==> config.mk <==
export PLATFORM = sky130hd
export DESIGN_NAME = ysyx_22050019_ifu_flat
export DESIGN_NICKNAME = d
export VERILOG_FILES = /design/src/rtl/ysyx_22050019_ifu_pkg.sv /design/src/rtl/ysyx_22050019_ifu_if.sv /design/src/rtl/ysyx_22050019_ifu.sv /design/src/flat_wrapper.sv
export SDC_FILE = /design/constraint.sdc
export NUM_CORES = 1
export LEC_CHECK = 0
export CAP_MARGIN = 10
export CORE_UTILIZATION = 40
export DETAILED_ROUTE_END_ITERATION = 10
export GPL_ROUTABILITY_DRIVEN = 0
export PLACE_DENSITY = 0.76
export SETUP_SLACK_MARGIN = 0.02
export SKIP_LAST_GASP = 1
export SLEW_MARGIN = 20
export SYNTH_ARGS = -nofsm -noshare
export SYNTH_HDL_FRONTEND = slang
export SYNTH_SLANG_ARGS = --single-unit
==> constraint.sdc <==
create_clock -name clk -period 5 [get_ports clk]
set_clock_uncertainty 0.05 [all_clocks]
set_input_delay 0.5 -clock clk [delete_from_list [all_inputs] [get_ports clk]]
set_output_delay 0.5 -clock clk [all_outputs]
set_load 0.01 [all_outputs]
==> src/rtl/ysyx_22050019_ifu_pkg.sv <==
// Shared IFU definitions: fetch FSM state encoding, reset PC and PC alignment helper.
package ysyx_22050019_ifu_pkg;

   localparam logic [63:0] YSYX_22050019_RESET_PC = 64'h8000_0000;

   typedef enum logic [1:0] {
      StReq   = 2'd0,
      StWait  = 2'd1,
      StHold  = 2'd2,
      StDrain = 2'd3
   } ysyx_22050019_ifu_state_e;

   // Instruction fetch is word aligned, so every PC load clears the low two bits.
   function automatic logic [63:0] ysyx_22050019_align_pc(input logic [63:0] pc);
      return pc & ~64'h3;
   endfunction

endpackage

==> src/rtl/ysyx_22050019_ifu_if.sv <==
// IFU-facing bundle: instruction memory request/response, decode handoff and redirect/flush.
interface ysyx_22050019_ifu_if;

   logic        if_req_valid;
   logic        if_req_ready;
   logic [63:0] if_req_addr;
   logic        if_resp_valid;
   logic [31:0] if_resp_data;
   logic        if_resp_ready;
   logic        inst_valid;
   logic        inst_ready;
   logic [63:0] inst_addr_pc;
   logic [31:0] inst_o;
   logic        redirect_valid;
   logic [63:0] redirect_pc;
   logic        flush_valid;
   logic [63:0] flush_pc;

   modport master (
      output if_req_valid, if_req_addr, if_resp_ready, inst_valid, inst_addr_pc, inst_o,
      input  if_req_ready, if_resp_valid, if_resp_data, inst_ready, redirect_valid,
             redirect_pc, flush_valid, flush_pc
   );

   modport slave (
      input  if_req_valid, if_req_addr, if_resp_ready, inst_valid, inst_addr_pc, inst_o,
      output if_req_ready, if_resp_valid, if_resp_data, inst_ready, redirect_valid,
             redirect_pc, flush_valid, flush_pc
   );

endinterface

==> src/rtl/ysyx_22050019_ifu.sv <==
// Instruction fetch unit: one outstanding fetch, holds the fetched word until decode takes it,
// and handles decode redirects and pipeline flushes.
module ysyx_22050019_ifu
   import ysyx_22050019_ifu_pkg::*;
#(
   parameter logic [63:0] RESET_PC = YSYX_22050019_RESET_PC
) (
   input logic                        clk,
   input logic                        rst,
   ysyx_22050019_ifu_if.master        bus
);

   ysyx_22050019_ifu_state_e state_q, state_d;
   logic [63:0] pc_q, pc_d;
   logic        inst_valid_q, inst_valid_d;
   logic [31:0] inst_q, inst_d;
   logic [63:0] inst_pc_q, inst_pc_d;
   logic        req_valid, resp_ready;

   always_ff @(posedge clk or posedge rst) begin
      if (rst) begin
         state_q      <= StReq;
         pc_q         <= ysyx_22050019_align_pc(RESET_PC);
         inst_valid_q <= 1'b0;
         inst_q       <= 32'h0;
         inst_pc_q    <= 64'h0;
      end else begin
         state_q      <= state_d;
         pc_q         <= pc_d;
         inst_valid_q <= inst_valid_d;
         inst_q       <= inst_d;
         inst_pc_q    <= inst_pc_d;
      end
   end

   always_comb begin
      state_d      = state_q;
      pc_d         = pc_q;
      inst_valid_d = inst_valid_q;
      inst_d       = inst_q;
      inst_pc_d    = inst_pc_q;
      req_valid    = 1'b0;
      resp_ready   = 1'b0;

      unique case (state_q)
         StReq: begin
            req_valid = 1'b1;
            if (bus.flush_valid) begin
               pc_d = ysyx_22050019_align_pc(bus.flush_pc);
               // An accepted request still owes us a response; swallow it in DRAIN.
               state_d = bus.if_req_ready ? StDrain : StReq;
            end else if (bus.if_req_ready) begin
               state_d = StWait;
            end
         end
         StWait: begin
            resp_ready = 1'b1;
            if (bus.flush_valid) begin
               pc_d    = ysyx_22050019_align_pc(bus.flush_pc);
               state_d = bus.if_resp_valid ? StReq : StDrain;
            end else if (bus.if_resp_valid) begin
               inst_d       = bus.if_resp_data;
               inst_pc_d    = pc_q;
               inst_valid_d = 1'b1;
               state_d      = StHold;
            end
         end
         StHold: begin
            if (bus.flush_valid) begin
               pc_d         = ysyx_22050019_align_pc(bus.flush_pc);
               inst_valid_d = 1'b0;
               state_d      = StReq;
            end else if (bus.inst_ready) begin
               pc_d = bus.redirect_valid ? ysyx_22050019_align_pc(bus.redirect_pc)
                                         : ysyx_22050019_align_pc(pc_q + 64'd4);
               inst_valid_d = 1'b0;
               state_d      = StReq;
            end
         end
         StDrain: begin
            resp_ready = 1'b1;
            if (bus.flush_valid) begin
               pc_d = ysyx_22050019_align_pc(bus.flush_pc);
            end
            if (bus.if_resp_valid) begin
               state_d = StReq;
            end
         end
         default: state_d = StReq;
      endcase
   end

   assign bus.if_req_valid  = req_valid;
   assign bus.if_req_addr   = pc_q;
   assign bus.if_resp_ready = resp_ready;
   assign bus.inst_valid    = inst_valid_q;
   assign bus.inst_o        = inst_q;
   assign bus.inst_addr_pc  = inst_pc_q;

endmodule

==> src/flat_wrapper.sv <==
// flat-port wrapper written by rule: the top's interface ports become plain ports
module ysyx_22050019_ifu_flat import ysyx_22050019_ifu_pkg::*;
#(
   parameter logic [63:0] RESET_PC = YSYX_22050019_RESET_PC
)
  (clk, rst, bus_if_req_valid, bus_if_req_addr, bus_if_resp_ready, bus_inst_valid, bus_inst_addr_pc, bus_inst_o, bus_if_req_ready, bus_if_resp_valid, bus_if_resp_data, bus_inst_ready, bus_redirect_valid, bus_redirect_pc, bus_flush_valid, bus_flush_pc);
  ysyx_22050019_ifu_if bus_i ();
  input logic clk;
  input logic rst;
  output wire logic [$bits(bus_i.if_req_valid)-1:0] bus_if_req_valid;
  output wire logic [$bits(bus_i.if_req_addr)-1:0] bus_if_req_addr;
  output wire logic [$bits(bus_i.if_resp_ready)-1:0] bus_if_resp_ready;
  output wire logic [$bits(bus_i.inst_valid)-1:0] bus_inst_valid;
  output wire logic [$bits(bus_i.inst_addr_pc)-1:0] bus_inst_addr_pc;
  output wire logic [$bits(bus_i.inst_o)-1:0] bus_inst_o;
  input wire logic [$bits(bus_i.if_req_ready)-1:0] bus_if_req_ready;
  input wire logic [$bits(bus_i.if_resp_valid)-1:0] bus_if_resp_valid;
  input wire logic [$bits(bus_i.if_resp_data)-1:0] bus_if_resp_data;
  input wire logic [$bits(bus_i.inst_ready)-1:0] bus_inst_ready;
  input wire logic [$bits(bus_i.redirect_valid)-1:0] bus_redirect_valid;
  input wire logic [$bits(bus_i.redirect_pc)-1:0] bus_redirect_pc;
  input wire logic [$bits(bus_i.flush_valid)-1:0] bus_flush_valid;
  input wire logic [$bits(bus_i.flush_pc)-1:0] bus_flush_pc;
  assign bus_if_req_valid = bus_i.if_req_valid;
  assign bus_if_req_addr = bus_i.if_req_addr;
  assign bus_if_resp_ready = bus_i.if_resp_ready;
  assign bus_inst_valid = bus_i.inst_valid;
  assign bus_inst_addr_pc = bus_i.inst_addr_pc;
  assign bus_inst_o = bus_i.inst_o;
  assign bus_i.if_req_ready = bus_if_req_ready;
  assign bus_i.if_resp_valid = bus_if_resp_valid;
  assign bus_i.if_resp_data = bus_if_resp_data;
  assign bus_i.inst_ready = bus_inst_ready;
  assign bus_i.redirect_valid = bus_redirect_valid;
  assign bus_i.redirect_pc = bus_redirect_pc;
  assign bus_i.flush_valid = bus_flush_valid;
  assign bus_i.flush_pc = bus_flush_pc;
  ysyx_22050019_ifu #(.RESET_PC(RESET_PC)) u_core (.clk(clk), .rst(rst), .bus(bus_i));
endmodule
# Word level (Yosys, flattened, before mapping)
# Index checks and enable logic that the tools add are counted.
# totals
inputBits	167
register_bits	163
out_inout_bits	163
word_cells	47
# op_classes
n_reduce_logical	8
n_addsub	1
n_mux	22
bitwise	1
eq_ne	10
# op_table
operator	n
$mux W64	4
$pmux W64 S2	1
$add A64 B3 Y64 const B	1
$mux W2	9
$ne A3 B3 Y1 const B	3
$pmux W2 S4	1
$reduce_and A4 Y1	2
$mux W1	6
$ne A2 B2 Y1 const B	3
$eq A2 B2 Y1 const B	2
$reduce_and A3 Y1	1
$reduce_or A3 Y1	1
$eq A2 B1 Y1 const B	1
$logic_not A2 Y1	1
$ne A2 B1 Y1 const B	1
$pmux W1 S2	1
$reduce_and A2 Y1	1
$reduce_bool A2 Y1	1
$reduce_or A2 Y1	1
$not A1 Y1	1

# Longest topological paths before layout
# logic_depth
word_depth	5
ltp_mapped	8
mapped_depth_nobuf	6

# Worst setup path before layout
# OpenSTA, ideal clock, no wires.
# synth_timing
path_type	flip-flop to flip-flop
start	register u_core.pc_q[2] (netlist: u_core.bus.if_req_addr[2])
end	register u_core.pc_q[56] (netlist: u_core.bus.if_req_addr[56])
period_less_slack_ns	2.251
stages_incl_launch_ff	7
path_slack_ns	2.749
path_buffers	0
setup_time_ns	0.087
required_ns	4.863
t_arrival_ns	2.114
path_cell_list	dfrtp_1 > ha_1 > nand3_1 > nor4_4 > nand3_2 > or4_1 > a22oi_1
# synth_via
elab_chain_cells	5
# synth_lines
item	line	source
from (decl)	ysyx_22050019_ifu.sv:14	logic [63:0] pc_q, pc_d;
from (signal assigned)	ysyx_22050019_ifu.sv:23	pc_q <= ysyx_22050019_align_pc(RESET_PC);
from (signal assigned)	ysyx_22050019_ifu.sv:29	pc_q <= pc_d;
$add A64 B3 Y64	ysyx_22050019_ifu.sv:75	: ysyx_22050019_align_pc(pc_q + 64'd4);
$mux W64	ysyx_22050019_ifu.sv:74	pc_d = bus.redirect_valid ? ysyx_22050019_align_pc(bus.redirect_pc)
$mux W64	ysyx_22050019_ifu.sv:73	end else if (bus.inst_ready) begin
$mux W64	ysyx_22050019_ifu.sv:69	if (bus.flush_valid) begin
$pmux W64 S2	ysyx_22050019_ifu.sv:45	unique case (state_q)
# Every way passes these cells. The select of a mux whose other input is x is not followed.
# A chain may end at the register's enable or synchronous reset.

# Final worst setup path
# layout_timing
start	register u_core.state_q[0]
end	register u_core.inst_pc_q[55] (netlist: u_core.bus.inst_addr_pc[55])
# layout_via
elab_chain_cells	2
# layout_lines
item	line	source
from (decl)	ysyx_22050019_ifu.sv:13	ysyx_22050019_ifu_state_e state_q, state_d;
from (signal assigned)	ysyx_22050019_ifu.sv:22	state_q <= StReq;
from (signal assigned)	ysyx_22050019_ifu.sv:28	state_q <= state_d;
$eq A2 B1 Y1	ysyx_22050019_ifu.sv:45	
$reduce_and A3 Y1 (no source line)	--	
to (signal assigned)	ysyx_22050019_ifu.sv:32	inst_pc_q <= inst_pc_d;
to (decl)	ysyx_22050019_ifu.sv:17	logic [63:0] inst_pc_q, inst_pc_d;
# Every way passes these cells.

==> impl_metrics.ini <==
[pwr]
peakVddDrop_uv = 262
power.density_mw_per_mm2 = 477
p_leak_nw = 4.88

[clocking]
path_clk_slew_ns = 0.07
cts_hold_buf = 0
cts_max_level = 4
cts_resized = 0
cts_sinks = 159
cts_buffers = 17
cts-root-buf = clkbuf_16
clockBufferDepth = 2
postCtsSetupRepairBufs = 0
insertion_delay_ns = 0.44
cts_tree = yes

[global_routing]
grt_pass1_vias = 7917
grt_pass1_wl_um = 45100
grt_max_degree = 85
gr-usage-all-layers = 0.269
antenna_found_initial = 2
grt-ovfl-total = 0

[drt]
vias = 8096
dr_wl_met2_um = 13900
viasPerCell = 5.77
drc = 0
first_iter_violations = 636
met1_length_um = 11600
route.met3.wl_um = 2540
firstDrtPassIters = 6
wl_um = 28900
wl_per_cell_um = 20.6
top_layer = met4
antenna_left = 0

[floorplanning]
core_mm2 = 0.0204
start_util = 0.411
rows = 52
ios = 330
die_y_um = 147
dieArea_mm2 = 0.0216
die_w_um = 147

[layout]
fin_nets = 1286
multi_input_area_mm2 = 0.00416
final_layout_size_suffix_gt1_frac = 0.141
layout_commonest_cell = clkdlybuf4s50_1
utilization = 0.609
mostFrequentLayoutCells = clkdlybuf4s50_1, dfrtp_1, mux2_2
seqCellArea_mm2 = 0.00398
area_growth_pct = 48.2
nFillCells = 1703

[worst_setup_path]
crit_path_end_kind = flop
reg2reg_slack_ns = 2.07
r2r-end = u_core.bus.inst_addr_pc[55]
reg2reg_from = u_core.state_q[0]
required_ns = 5.26
reg2reg_depth = 4
worst-path-max-fanout = 63
start_kind = flop
worstSetupPathType = flop to flop
worstPathArrival_ns = 3.19

[sta]
min_period_ns = 2.93
hold_violations = 0
timing.fmax_ghz = 0.341
rsz0062_at_grt = no
relSlewSlack = 0.276
setup_viol = 0
worstMarginPinSlew_ns = 1.08
setup_ws_ns = 2.07
fin_tns_setup_ns = 0
slew_viol_final = 0
fin_crit_sh = 0.586

[hold_path]
hp-class = flop to flop
whs_endpoint = u_core.bus.inst_addr_pc[61]
hold_depth = 1
min-delay-start = u_core.bus.inst_addr_pc[61]

[outcome]
status = finished clean

[placed_design]
place_ws_ns = 1.64
dp_hpwl_um = 19800
io_buffers = 321

[logic_synthesis]
ys_seq_area_frac = 0.474
netlist_area_mm2 = 0.00839
yosys_register_bits = 159
synth-edff-count = 0
synth_cells = 824
yosysUniqueCellTypes = 68
synth-async-reset-ratio = 1.00
avgSynthCellArea_um2 = 10.2
yosys_most_used_dff = dfrtp_1
yosysWarnings = 0

[job]
drv_cap = 0
-- cell families (layout without fill, tap and decap cells) --
family / after synthesis / in the layout / share of synthesized area
adders and majority gates: 1 / 1 / 0.00149
buffers and inverters: 71 / 375 / 0.0352
AOI/OAI and AO/OA: 216 / 216 / 0.167
xor gates and xnor gates: 30 / 30 / 0.0313
and+or+nand+nor: 245 / 245 / 0.156
DFF: 159 / 159 / 0.474
other: 1 / 6 / 0.000447
muxes: 101 / 101 / 0.135
-- worst max-delay path by stage --
| stage | depth (start not counted) | end | slack (ns) | start |
|---|---|---|---|---|
| after floorplan | 1 | u_core.bus.if_req_addr[10] | 0.16 | rst |
| final | 4 | u_core.bus.inst_addr_pc[55] | 2.07 | u_core.state_q[0] |
| after detailed placement | 5 | u_core.bus.inst_o[9] | 1.64 | bus_if_resp_valid |
| after global placement | 5 | u_core.bus.inst_addr_pc[54] | 1.68 | bus_if_resp_valid |
| after global routing | 4 | u_core.bus.inst_addr_pc[48] | 1.82 | u_core.state_q[0] |
| after CTS | 4 | u_core.bus.inst_o[20] | 2.06 | u_core.state_q[0] |
-- worst max-delay path: stages (launching register included) --
cell	delay [ns]
dfrtp_1	0.52
nand3_1	0.21
nor2_4	0.77
buf_4	0.77
mux2_2	0.41
-- Yosys cell counts, types with 7 or more instances --
cell / n / area share
buf_2: 11 / 0.0066
o21ai_1: 27 / 0.016
xor2_1: 20 / 0.021
mux2_2: 95 / 0.13
nor2_1: 49 / 0.022
xnor2_1: 10 / 0.010
and2_1: 7 / 0.0052
a222oi_1: 19 / 0.023
inv_1: 8 / 0.0036
o21ai_0: 41 / 0.024
nor3_1: 21 / 0.013
nand3_1: 45 / 0.027
clkbuf_1: 41 / 0.018
nand2_1: 50 / 0.022
dfrtp_1: 158 / 0.47
a211oi_1: 14 / 0.013
and3_1: 16 / 0.012
a21oi_1: 57 / 0.034
nor4_1: 8 / 0.0060
nand4_1: 24 / 0.018
-- layout make-up --
class	instances	area share
repair buffers	334	0.267
multi-input cells	597	0.334
inverters	9	0.00312
flip-flops and latches	159	0.320
diodes	2	0.000402
clock buffers	17	0.0342
well taps	270	0.0272
clock inverters	15	0.0141
-- metal layers --
metal,GRT usage,vias up
met3,0.0637,63
met2,0.435,463
li1,-,3675
met1,0.343,3895
met4,0.117,0
met5,0,-
-- state kept, by name, summed over array words and instances, names as in the netlist --
signal	count
u_core.bus.inst_valid	1
u_core.state_q	2
u_core.bus.inst_addr_pc	62
u_core.bus.inst_o	32
u_core.bus.if_req_addr	62
-- through the flow --
stage               hold WS, ns  instances  cell area (um2)  power [mW]
floorplan                 0.501        827             8400        3.21
global placement          0.438       1369            11800        4.54
detailed placement        0.445       1369            11800        4.61
CTS                       0.461       1401            12400        5.97
global route              0.466       1403            12400        6.24
finish                    0.457       1403            12400        5.94
-- power by group --
group          switching, mW  internal [mW]
logic                  0.944           1.44
clock network          0.635          0.713
registers              0.426           1.78
total                   2.00           3.93
(Power assumes the default switching activity.)
